$ cat src/rtl/branch_redirect_if.sv
// Bundle between EX-stage branch resolution and the fetch PC-select logic.
// The master side is the redirect producer (branch_redirect); the slave side
// is the pipeline/fetch environment that feeds EX operands and accepts redirects.
interface branch_redirect_if;
    logic        ex_valid;
    logic [1:0]  ex_kind;
    logic [2:0]  ex_funct3;
    logic [63:0] ex_pc;
    logic [63:0] ex_imm;
    logic [63:0] ex_rs1;
    logic [63:0] ex_rs2;
    logic        fetch_accept;
    logic        branch_taken;
    logic [63:0] pc_branch;
    logic        flush_front;
    logic [63:0] link_value;
    logic        misalign_exc;
    logic [63:0] misalign_addr;
    logic [63:0] redirect_count;

    modport master (
        input  ex_valid, ex_kind, ex_funct3, ex_pc, ex_imm, ex_rs1, ex_rs2,
        input  fetch_accept,
        output branch_taken, pc_branch, flush_front, link_value,
        output misalign_exc, misalign_addr, redirect_count
    );

    modport slave (
        output ex_valid, ex_kind, ex_funct3, ex_pc, ex_imm, ex_rs1, ex_rs2,
        output fetch_accept,
        input  branch_taken, pc_branch, flush_front, link_value,
        input  misalign_exc, misalign_addr, redirect_count
    );
endinterface

$ cat src/rtl/branch_redirect.sv
// Execute-stage branch resolution and redirect generator.
// Resolves conditional branches, JAL and JALR, registers a redirect toward
// fetch and holds it (flushing the wrong-path front end) until fetch accepts.
// Static predict-not-taken: only taken control flow produces a redirect.
module branch_redirect (
    input  logic              clk,
    input  logic              reset,
    branch_redirect_if.master bus
);
    localparam logic [0:0] IDLE    = 1'b0;
    localparam logic [0:0] PENDING = 1'b1;

    localparam logic [1:0] KIND_NONE   = 2'd0;
    localparam logic [1:0] KIND_BRANCH = 2'd1;
    localparam logic [1:0] KIND_JAL    = 2'd2;
    localparam logic [1:0] KIND_JALR   = 2'd3;

    logic [0:0]  state;
    logic [63:0] pc_branch_q;
    logic        misalign_q;
    logic [63:0] misalign_addr_q;
    logic [63:0] count_q;

    logic        cond_true;
    logic [63:0] target;
    logic        resolve;
    logic        taken;

    // Evaluate the branch condition and the control-flow target for the EX instruction
    always_comb begin
        cond_true = 1'b0;
        target    = bus.ex_pc + bus.ex_imm;
        case (bus.ex_funct3)
            3'b000:  cond_true = (bus.ex_rs1 == bus.ex_rs2);
            3'b001:  cond_true = (bus.ex_rs1 != bus.ex_rs2);
            3'b100:  cond_true = ($signed(bus.ex_rs1) <  $signed(bus.ex_rs2));
            3'b101:  cond_true = ($signed(bus.ex_rs1) >= $signed(bus.ex_rs2));
            3'b110:  cond_true = (bus.ex_rs1 <  bus.ex_rs2);
            3'b111:  cond_true = (bus.ex_rs1 >= bus.ex_rs2);
            default: cond_true = 1'b0;
        endcase
        if (bus.ex_kind == KIND_JALR) begin
            target = (bus.ex_rs1 + bus.ex_imm) & ~64'h1;
        end
    end

    // A resolution only happens in IDLE; in PENDING the EX contents are wrong-path
    always_comb begin
        resolve = (state == IDLE) && bus.ex_valid && (bus.ex_kind != KIND_NONE);
        taken   = 1'b0;
        if (resolve) begin
            taken = (bus.ex_kind == KIND_JAL) || (bus.ex_kind == KIND_JALR) ||
                    ((bus.ex_kind == KIND_BRANCH) && cond_true);
        end
    end

    // Redirect FSM, misalignment pulse and accepted-redirect counter
    always_ff @(posedge clk) begin
        if (reset) begin
            state           <= IDLE;
            pc_branch_q     <= '0;
            misalign_q      <= 1'b0;
            misalign_addr_q <= '0;
            count_q         <= '0;
        end else begin
            misalign_q <= 1'b0;
            case (state)
                IDLE: begin
                    if (taken) begin
                        if (target[1]) begin
                            misalign_q      <= 1'b1;
                            misalign_addr_q <= target;
                        end else begin
                            pc_branch_q <= target;
                            state       <= PENDING;
                        end
                    end
                end
                PENDING: begin
                    if (bus.fetch_accept) begin
                        state   <= IDLE;
                        count_q <= count_q + 64'd1;
                    end
                end
                default: state <= IDLE;
            endcase
        end
    end

    assign bus.branch_taken   = (state == PENDING);
    assign bus.flush_front    = (state == PENDING);
    assign bus.pc_branch      = (state == PENDING) ? pc_branch_q : 64'd0;
    assign bus.misalign_exc   = misalign_q;
    assign bus.misalign_addr  = misalign_q ? misalign_addr_q : 64'd0;
    assign bus.redirect_count = count_q;
    assign bus.link_value     = bus.ex_pc + 64'd4;
endmodule

$ cat src/flat_wrapper.sv
// flat-port wrapper written by rule: the top's interface ports become plain ports
module branch_redirect_flat 
  (clk, reset, bus_ex_valid, bus_ex_kind, bus_ex_funct3, bus_ex_pc, bus_ex_imm, bus_ex_rs1, bus_ex_rs2, bus_fetch_accept, bus_branch_taken, bus_pc_branch, bus_flush_front, bus_link_value, bus_misalign_exc, bus_misalign_addr, bus_redirect_count);
  branch_redirect_if bus_i ();
  input  logic clk;
  input  logic reset;
  input wire logic [$bits(bus_i.ex_valid)-1:0] bus_ex_valid;
  input wire logic [$bits(bus_i.ex_kind)-1:0] bus_ex_kind;
  input wire logic [$bits(bus_i.ex_funct3)-1:0] bus_ex_funct3;
  input wire logic [$bits(bus_i.ex_pc)-1:0] bus_ex_pc;
  input wire logic [$bits(bus_i.ex_imm)-1:0] bus_ex_imm;
  input wire logic [$bits(bus_i.ex_rs1)-1:0] bus_ex_rs1;
  input wire logic [$bits(bus_i.ex_rs2)-1:0] bus_ex_rs2;
  input wire logic [$bits(bus_i.fetch_accept)-1:0] bus_fetch_accept;
  output wire logic [$bits(bus_i.branch_taken)-1:0] bus_branch_taken;
  output wire logic [$bits(bus_i.pc_branch)-1:0] bus_pc_branch;
  output wire logic [$bits(bus_i.flush_front)-1:0] bus_flush_front;
  output wire logic [$bits(bus_i.link_value)-1:0] bus_link_value;
  output wire logic [$bits(bus_i.misalign_exc)-1:0] bus_misalign_exc;
  output wire logic [$bits(bus_i.misalign_addr)-1:0] bus_misalign_addr;
  output wire logic [$bits(bus_i.redirect_count)-1:0] bus_redirect_count;
  assign bus_i.ex_valid = bus_ex_valid;
  assign bus_i.ex_kind = bus_ex_kind;
  assign bus_i.ex_funct3 = bus_ex_funct3;
  assign bus_i.ex_pc = bus_ex_pc;
  assign bus_i.ex_imm = bus_ex_imm;
  assign bus_i.ex_rs1 = bus_ex_rs1;
  assign bus_i.ex_rs2 = bus_ex_rs2;
  assign bus_i.fetch_accept = bus_fetch_accept;
  assign bus_branch_taken = bus_i.branch_taken;
  assign bus_pc_branch = bus_i.pc_branch;
  assign bus_flush_front = bus_i.flush_front;
  assign bus_link_value = bus_i.link_value;
  assign bus_misalign_exc = bus_i.misalign_exc;
  assign bus_misalign_addr = bus_i.misalign_addr;
  assign bus_redirect_count = bus_i.redirect_count;
  branch_redirect u_core (.clk(clk), .reset(reset), .bus(bus_i));
endmodule
$ cat config.mk
export PLATFORM = sky130hd
export DESIGN_NAME = branch_redirect_flat
export DESIGN_NICKNAME = d
export VERILOG_FILES = /design/src/rtl/branch_redirect_if.sv /design/src/rtl/branch_redirect.sv /design/src/flat_wrapper.sv
export SDC_FILE = /design/constraint.sdc
export NUM_CORES = 1
export LEC_CHECK = 0
export BUFFER_PORTS_ARGS = -buffer_cell sky130_fd_sc_hd__buf_2
export CORE_AREA = 2 2 207 209
export CTS_CLUSTER_DIAMETER = 200
export CTS_CLUSTER_SIZE = 20
export DETAILED_ROUTE_END_ITERATION = 10
export DIE_AREA = 0 0 209 211
export PLACE_DENSITY = 0.72
export RECOVER_POWER = 100
export SETUP_SLACK_MARGIN = 0.3
export SYNTH_ARGS = -nofsm -noshare
export SYNTH_HDL_FRONTEND = slang
export SYNTH_SLANG_ARGS = --single-unit
$ cat constraint.sdc
create_clock -name clk -period 8.7 [get_ports clk]
set_clock_uncertainty 0.1 [all_clocks]
set_input_delay 1.305 -clock clk [delete_from_list [all_inputs] [get_ports clk]]
set_output_delay 1.305 -clock clk [all_outputs]
set_load 0.05 [all_outputs]
==> results of run 1 <==
-- metal layers --
layer	global-route usage (%)	share of wire [%]
met4	12.4	4.0
met2	54.9	47
met1	40.4	43
met5	0	0
met3	4.18	6.1
-- worst max-delay path, cell delays in order --
cell and delay (ps):
buf_2 120, ha_1 310, nand4_1 250, nor4_1 760, nand3_1 290, or3_1 370
a21oi_1 160, o211a_1 150, a31oi_1 360, nor2_4 860, clkbuf_2 1290, mux2i_1 300
nor2_1 70
-- worst min path at each step --
stage / cells after the start / to
after CTS: 2 / u_core.misalign_addr_q[0]
after detailed placement: 2 / u_core.pc_branch_q[8]
final: 2 / u_core.misalign_addr_q[1]
after floorplan: 2 / u_core.misalign_addr_q[1]
after global placement: 2 / u_core.misalign_addr_q[1]
after global routing: 2 / u_core.misalign_addr_q[53]
-- cells by family (layout without fill, tap and decap cells) --
| logic type | after synthesis | count (layout) |
|---|---|---|
| fa+ha+maj | 193 | 193 |
| buf+inv | 230 | 669 |
| other cells | 1 | 6 |
| simple gates | 1023 | 1023 |
| flops | 193 | 193 |
| compound gates | 625 | 625 |
| xor+xnor | 228 | 228 |
| mux | 78 | 78 |
-- stage by stage --
| stage | total power [mW] | instances | worst slack, ps | util, % | cell area, µm² |
|---|---|---|---|---|---|
| 2_1_floorplan | 1.86 | 2571 | 3360 | - | 19400 |
| 3_3_place_gp | 2.22 | 3518 | 2580 | 53.2 | 22200 |
| 3_5_place_dp | 2.24 | 3518 | 2340 | 53.2 | 22200 |
| 4_1_cts | 3.01 | 3549 | 2700 | 54.5 | 22800 |
| 5_1_grt | 3.16 | 3551 | 1800 | 53.7 | 22400 |
| 6_report | 3.01 | 3554 | 2100 | 53.8 | 22500 |
-- state kept, by name, summed over array words and instances (netlist names) --
register and cells:
u_core.bus.misalign_exc 1, u_core.bus.redirect_count 64, u_core.pc_branch_q 63, u_core.misalign_addr_q 64
u_core.bus.branch_taken 1
-- layout make-up --
class | instances | area (µm²) | share of cell area [%]
Clock buffer | 19 | 453 | 2.02
Sequential cell | 193 | 3860 | 17.2
Clock inverter | 12 | 118 | 0.524
Tap cell | 539 | 674 | 3.00
Inverter | 110 | 413 | 1.84
Timing Repair Buffer | 528 | 2420 | 10.8
Multi-Input combinational cell | 2148 | 14500 | 64.6
Antenna cell | 5 | 12.5 | 0.0557
-- layout by cell type (no fill, tap or decap), types with 14 or more instances in the layout --
master     netlist  routed
buf_2           22     338
nor2_1         296     295
nand2_1        223     222
a21oi_1        204     204
dfxtp_1        193     193
ha_1           191     191
clkbuf_1        71     185
xnor2_1        121     121
o21ai_0        120     121
inv_1          110     110
xor2_1         107     107
nand3_1         79      79
mux2i_1         78      78
and2_0           1      75
nand4_1         75      75
and2_1         143      68
a211oi_1        48      61
a21o_1          54      54
and3_1          38      38
nor3_1          34      35
o21bai_1        23      23
nor2b_1         21      21
o21a_1          20      20
clkbuf_16        0      17
and4_1          16      16
a31oi_1         16      16
nand2b_1        15      15
or3_1           14      14
-- where the power goes --
part | switching (mW) | internal (mW)
Sequential | 0.0328 | 0.940
Clock | 0.386 | 0.393
Combinational | 0.819 | 0.441
Total | 1.24 | 1.77
==> run metrics, run 1 <==
chip width 209 µm; Fin. Hold Viols 0; CTS root buf clkbuf_16; CTS resizes 0; synth-to-layout area growth 15.6%; Worst slew margin -235%; area leader, netlist dfxtp_1; initial antenna violation count 4; final hold slack 381 ps; Yosys top cell area share 19.9%; final setup TNS 0 ps; FP Rows 75; post-CTS setup buffer count 0; layout cells sized above 1 between 10 and 15%; FF+latch count, synth 193; XOR/XNOR Fraction of Synth Area 10.3%; Syn Area/Cell 7.56 µm²; gr usage total 31.8%; RSZ-0062 raised after global routing false; die area 44100 µm²; clk slew on worst S/H paths 80 ps; first-pass detailed-route iteration total 7; routability cong. 0.956; violations in the final reports max-capacitance violations, max-slew violations; DRC 0; multiplexer share of the synthesized area 4.02%; YS warnings 0; cell with the most instances after synthesis nor2_1; Adder-Cell Fraction of Synth Area 12.5%; Hold Crit Class reg2reg; worst setup path endpoint u_core.pc_branch_q[12]; Lkg Pwr between 9 and 10 nW; Post-synth EDFFs 0; Syn Nets 3029; Final min period 6600 ps; area share of and/or/nand/nor cells after synthesis a little over a quarter; Peak VDD IR 0.147 mV; DR vias/cell 5.83; Final Max Slew Viols ~360; CP Data Required Time 8730 ps; number of I/O pins 524; vias in the first global route slightly below 20000; CTS sink cnt 193; Routed WL 73200 µm; largest family of logic cells by synthesized area simple AND/OR/NAND/NOR gates; Top FF cell, synth dfxtp_1; Worst-Margin Slew approximately 5000 ps; Synth area leaders dfxtp_1 (20%), ha_1 (12%), nor2_1 (5.7%), xnor2_1 (5.5%), a21oi_1 (5.3%); Chip Height 211 µm; Worst EP arrival 6620 ps; Syn Inst Count between 2000 and 3000; via count between 20000 and 25000; Fmax between 0.15 and 0.2 GHz; FF-to-FF path depth 10; Crit Path Category in2reg; Synth Area in Compound Gates 21.4%; latest clock arrival within the worst-skew pair 450 ps; Final Setup Violations 0; Seq/Total Area, Yosys 19.9%; first-pass GRT wire length roughly 110000 µm; Post-synth top cells nor2_1 (296), nand2_1 (223), a21oi_1 (204); clock buffer depth 2; hold path start u_core.misalign_addr_q[1]; Initial DRC Count 1730; HPWL Detailed slightly above 60000 µm; post-DR wirelength/cell between 20 and 25 µm; CTS tree yes; CTS buffer count 17; crit-path max FO 50; final global-route overflow total 0; outcome finished with violations; cts hold-fix bufs 0; largest net degree at the start of global routing 116; setup slack, reg-to-reg 2470 ps; FF-to-FF Start u_core.bus.branch_taken; filler instances 4187; Unique masters post-synth between 100 and 150; period utilization 75.8%; antenna violation net count after detailed routing 0; Maximum Capacitance Violations 6; Critical Path End Type flop; H-tree levels 4; core box area 41800 µm²; pwr dens 134 nW/µm²; ys async rst share 0%; Initial Utilization a little under half; FF-to-FF End u_core.bus.redirect_count[54]; Port Buffers 522; Mapped Area a little under 20000 µm²; nets 3456; crit start category input pin; CP Launch Point bus_ex_rs1[13]
No activity file was read; power rests on OpenSTA's default activity.
==> run 2, diff against run 1 <==
- clock period: 8.7 -> 6.3 ns (I/O delays scaled with it)
==> run 2 against run 1 <==
The flow still finishes with violations (max-capacitance violations, max-slew violations); sequential power is 38% higher; via count down 0.35%; non-clock buffer count grew 5; count of clock-buffer cells in the layout fell by 1; clock power grew 58%; first-iteration DRC count is 8.8% lower; total power increased by 43%; global-route usage fell by 0.14 points; critical path depth up 1; final cell count is essentially flat; sequential cell count stayed put; critical endpoint is now u_core.bus.branch_taken; largest cell class unchanged.
==> run metrics, run 2 (same netlist as run 1, synthesis figures left out) <==
first-pass detailed-route iteration total 6 (-1); Initial Utilization 46.5% (unchanged); final global-route overflow total 0 (unchanged); Crit Path Category in2reg; CTS resizes 0 (unchanged); FP Rows 75 (unchanged); hold path start u_core.pc_branch_q[26]; vias in the first global route 19634 (-0.59%); core box area 41800 µm² (unchanged); HPWL Detailed 60200 µm (-0.40%); CTS sink cnt 193 (unchanged); Final Setup Violations 0 (unchanged); Routed WL 72800 µm (-0.47%); cts hold-fix bufs 0 (unchanged); via count 20656 (-0.35%); Register Area 3860 µm² (unchanged); Hold EP u_core.pc_branch_q[26]; FF-to-FF path depth 9 (-1); FF-to-FF Start u_core.bus.branch_taken; Final Max Slew Viols 236 (-35%); RSZ-0062 raised after global routing false; latest clock arrival within the worst-skew pair 450 ps (about the same); DR vias/cell 5.81 (-0.44%); multi-input logic area 14500 µm² (+0.31%); Final min period roughly 5600 ps; final worst slack 695 ps (-1410 ps); Final Util 54.3% (+0.49 points); final setup TNS 0 ps (unchanged); filler instances 4205 (+0.43%); highest-count cells in the layout ignoring fill and taps buf_2 (357), nor2_1 (295), nand2_1 (222); synth-to-layout area growth 16.6%; nets 3461 (+0.14%); pwr dens 191 nW/µm² (+42%); post-DR wirelength/cell 20.5 µm (-0.55%); layout cells sized above 1 15.7% (+1.0 points); Maximum Capacitance Violations 4 (-2); gr usage total 31.7% (-0.14 points); Fin. Hold Viols 0 (unchanged); WHS Path Cells 2 (unchanged); crit start category input pin; Chip Height 211 µm (unchanged); most common cell after layout, fill and taps aside buf_2; largest net degree at the start of global routing 110 (-5.2%); Fmax 0.178 GHz; Worst slew margin -167% (+68 points); period utilization 89.0%; violations in the final reports max-capacitance violations, max-slew violations; CTS root buf clkbuf_16; Critical Path End Type flop; Peak VDD IR 0.146 mV (-0.60%); first-pass GRT wire length 111000 µm (about the same); FF-to-FF End u_core.bus.branch_taken; CP Data Required Time 6380 ps (-2350 ps); clock buffer depth 2 (unchanged); antenna violation net count after detailed routing 0 (unchanged); Initial DRC Count 1577 (-8.8%); Lkg Pwr 9.89 nW (+1.5%); chip width 209 µm (unchanged); post-route insts no fill 3557 (+0.084%); post-CTS setup buffer count 0 (unchanged); crit-path max FO 42 (-16%); DRC 0 (unchanged); outcome finished with violations; Worst EP arrival 5680 ps (-940 ps); number of I/O pins 524 (unchanged); Hold Crit Class reg2reg; CTS tree yes; Setup WS pre-CTS 650 ps (-1690 ps); setup slack, reg-to-reg 1020 ps (-1450 ps); initial antenna violation count 6 (+2); Worst-Margin Slew 4000 ps (-1030 ps); CTS buffer count 17 (unchanged); Port Buffers 522 (unchanged); die area 44100 µm² (unchanged); clk slew on worst S/H paths 80 ps (about the same); H-tree levels 4 (unchanged); Cells after DPL 3523 (+0.14%); routability cong. 0.984 (+2.9%)
run 2: final cells by class:
class | instances | area share [%]
inverters | 110 | 1.82
clock buffers | 18 | 1.89
repair buffers | 533 | 11.0
multi-input cells | 2148 | 64.2
clock inverters | 14 | 1.03
flip-flops and latches | 193 | 17.1
well taps | 539 | 2.98
diodes | 2 | 0.0221
run 2: routing by layer:
metal / part of all wire (%) / GRT usage [%] / up-vias
met4: 3.1 / 10.3 / 8
met5: 0.073 / 0 / -
met1: 44 / 40.6 / 9790
met2: 48 / 55.5 / 723
met3: 5.1 / 3.61 / 120
li1: - / - / 10015
run 2: through the flow:
stage | area, µm² | total power, mW | hold WS, ps
2_1_floorplan | 19400 | 2.57 | 332
3_3_place_gp | 22300 | 3.06 | 346
3_5_place_dp | 22300 | 3.08 | 365
4_1_cts | 22900 | 4.30 | 376
5_1_grt | 22700 | 4.53 | 406
6_report | 22700 | 4.32 | 372
run 2: worst max path at each step:
| stage | startpoint | to | slack, ps |
|---|---|---|---|
| floorplan | bus_ex_pc[13] | bus_link_value[62] | 1680 |
| global placement | bus_ex_rs1[63] | u_core.misalign_addr_q[60] | 780 |
| detailed placement | bus_ex_rs1[63] | u_core.misalign_addr_q[58] | 650 |
| CTS | bus_ex_pc[2] | bus_link_value[60] | 1070 |
| global route | bus_ex_rs1[63] | u_core.bus.branch_taken | 480 |
| finish | bus_ex_rs1[63] | u_core.bus.branch_taken | 690 |
run 2: critical path, stage by stage:
cell and delay, ps:
clkbuf_1 140, ha_1 530, nand4_1 270, nor4_4 500, nand3_1 500, a211oi_1 780, or2_2 270, o21ai_0 80
a31oi_1 200, clkbuf_1 470, nor2_4 90, clkbuf_2 530, a21oi_1 300, nor2_1 60
run 2: where the power goes:
part,internal [mW],switching [mW]
Combinational,0.611,1.13
Clock,0.658,0.576
Sequential,1.30,0.0472
==> run 3, diff against run 2 <==
- CORE_AREA: 2 2 207 209 -> unset
- CORE_MARGIN: unset -> 4
- CORE_UTILIZATION: unset -> 50
- DIE_AREA: 0 0 209 211 -> unset
- PLACE_DENSITY: 0.72 -> unset
- PLACE_DENSITY_LB_ADDON: unset -> 0.2
==> run 3 against run 2 <==
The flow still finishes with violations (max-capacitance violations, max-slew violations); worst setup slack better by 82 ps; non-clock buffer count is 1 lower; die area fell by 4.6%; sequential power about the same; critical endpoint is now bus_link_value[60]; largest cell class unchanged; largest power group unchanged.
==> run metrics, run 3 (same netlist as run 1, synthesis figures left out) <==
CTS resizes 0 (unchanged); Port Buffers 522 (unchanged); Crit Path Category in2out; highest-count cells in the layout ignoring fill and taps buf_2 (344), nor2_1 (295), nand2_1 (222); first-pass detailed-route iteration total 6 (unchanged); Fin. Hold Viols 0 (unchanged); final worst slack 776 ps (+81.6 ps); first-pass GRT wire length 109000 µm (-1.2%); Peak VDD IR 0.246 mV (+69%); Initial Utilization 51.1% (+4.6 points); routability cong. 1.01 (+2.8%); CTS buffer count 17 (unchanged); most common cell after layout, fill and taps aside buf_2; Critical Path End Type output pin; CTS root buf clkbuf_16; final global-route overflow total 0 (unchanged); Setup WS pre-CTS 861 ps (+212 ps); post-DR wirelength/cell 20.8 µm (+1.3%); RSZ-0062 raised after global routing false; clock buffer depth 2 (unchanged); Pint 2.48 mW (-3.4%); Lkg Pwr 9.83 nW (-0.64%); placed inst area 22200 µm² (-0.13%); violations in the final reports max-capacitance violations, max-slew violations; FP Rows 71 (-5.3%); CP Data Required Time 5250 ps (-1130 ps); Worst slew margin -121% (+45 points); core box area 38000 µm² (-8.9%); final hold slack 388 ps (+15.6 ps); number of I/O pins 524 (unchanged); antenna violation net count after detailed routing 0 (unchanged); Final min period 5520 ps (-81.6 ps); Routed WL 73200 µm (+0.49%); Pwr Total 4.20 mW (-2.8%); outcome finished with violations; Initial DRC Count 1710 (+8.4%); post-CTS setup buffer count 0 (unchanged); DRC 0 (unchanged); Final Setup Violations 0 (unchanged); latest clock arrival within the worst-skew pair 450 ps (about the same); Worst EP arrival 4480 ps (-1200 ps); Worst-Margin Slew 3320 ps (-680 ps); largest net degree at the start of global routing 140 (+27%); die area 42100 µm² (-4.6%); Clk pwr share 26.8% (-1.8 points); Chip Height 205 µm (-2.8%); clk slew on worst S/H paths 70 ps (about the same); layout cells sized above 1 15.1% (-0.65 points); switching portion of total power 41.0% (+0.41 points); initial antenna violation count 5 (-1); synth-to-layout area growth 15.8%; via count 20723 (+0.32%); crit-path max FO 5 (-88%); DR vias/cell 5.88 (+1.2%); gr usage total 32.8% (+1.1 points); Logic pwr share 41.3% (+1.0 points); crit start category input pin; CTS tree yes; CTS sink cnt 193 (unchanged); final design area excluding fillers 22500 µm² (-0.69%); setup slack, reg-to-reg 790 ps (-230 ps); nets 3460 (-0.029%); cts hold-fix bufs 0 (unchanged); final setup TNS 0 ps (unchanged); Hold Crit Class reg2reg; pwr dens 187 nW/µm² (-2.1%); period utilization 87.7% (-1.3 points); Seq pwr share 31.9% (+0.8 points); vias in the first global route 19713 (+0.40%); chip width 205 µm (-1.9%); Maximum Capacitance Violations 5 (+1); Sw Pwr 1.72 mW (-1.8%); HPWL Detailed 60000 µm (-0.23%); Fmax 0.181 GHz (+1.5%); H-tree levels 4 (unchanged); Final Max Slew Viols 312 (+32%)
run 3: cell types whose count changed in the layout (fill, tap and decap cells not counted), moves of 3 or more:
cell | before | now
a211oi_1 | 53 | 57
a211oi_2 | 17 | 13
and2_0 | 97 | 62
and2_1 | 46 | 81
buf_2 | 357 | 344
clkbuf_1 | 168 | 181
clkinv_8 | 4 | 1
run 3: worst paths after layout:
path / start / endpoint / cells past startpoint
max reg2reg: u_core.bus.branch_taken / u_core.pc_branch_q[63] / 9
min reg2reg: u_core.misalign_addr_q[26] / u_core.misalign_addr_q[26] / 2
min: u_core.misalign_addr_q[26] / u_core.misalign_addr_q[26] / 2
max: bus_ex_pc[2] / bus_link_value[60] / 13
run 3: critical path, stage by stage:
cell	delay [ps]
buf_2	120
ha_1	240
nand2_1	80
nor2_1	330
and2_0	560
and2_0	380
and3_1	320
and3_1	240
and2b_1	330
nand2_1	140
nor2_1	140
xor2_1	150
clkbuf_1	480
run 3: final cells by class:
type	count	area [µm²]
inverter	110	413
tap	511	639
clock inverter	13	164
multi-input combinational	2148	14500
sequential	193	3860
antenna	2	5.00
clock buffer	18	429
fill	3752	15500
timing repair buffer	532	2470
run 3: stage by stage:
stage | std cells | utilization [%]
after floorplan | 2571 | -
after global placement | 3494 | 58.4
after detailed placement | 3494 | 58.4
after CTS | 3525 | 60.0
after global routing | 3527 | 59.2
final | 3527 | 59.2
run 3: routing by layer:
metal / wire length (µm) / GRT usage, % / part of all wire [%]
met1: 30400 / 41.5 / 42
met4: 3470 / 14.4 / 4.7
met2: 34300 / 55.4 / 47
met3: 4940 / 4.99 / 6.8
met5: 27 / 0 / 0.037
run 3: power groups by stage:
stage | sequential (mW) | combinational (mW) | clock (mW)
detailed placement | 1.37 | 1.71 | 0
global route | 1.35 | 1.88 | 1.19
global placement | 1.36 | 1.69 | 0
CTS | 1.34 | 1.72 | 1.14
finish | 1.34 | 1.74 | 1.12
floorplan | 1.35 | 1.21 | 0
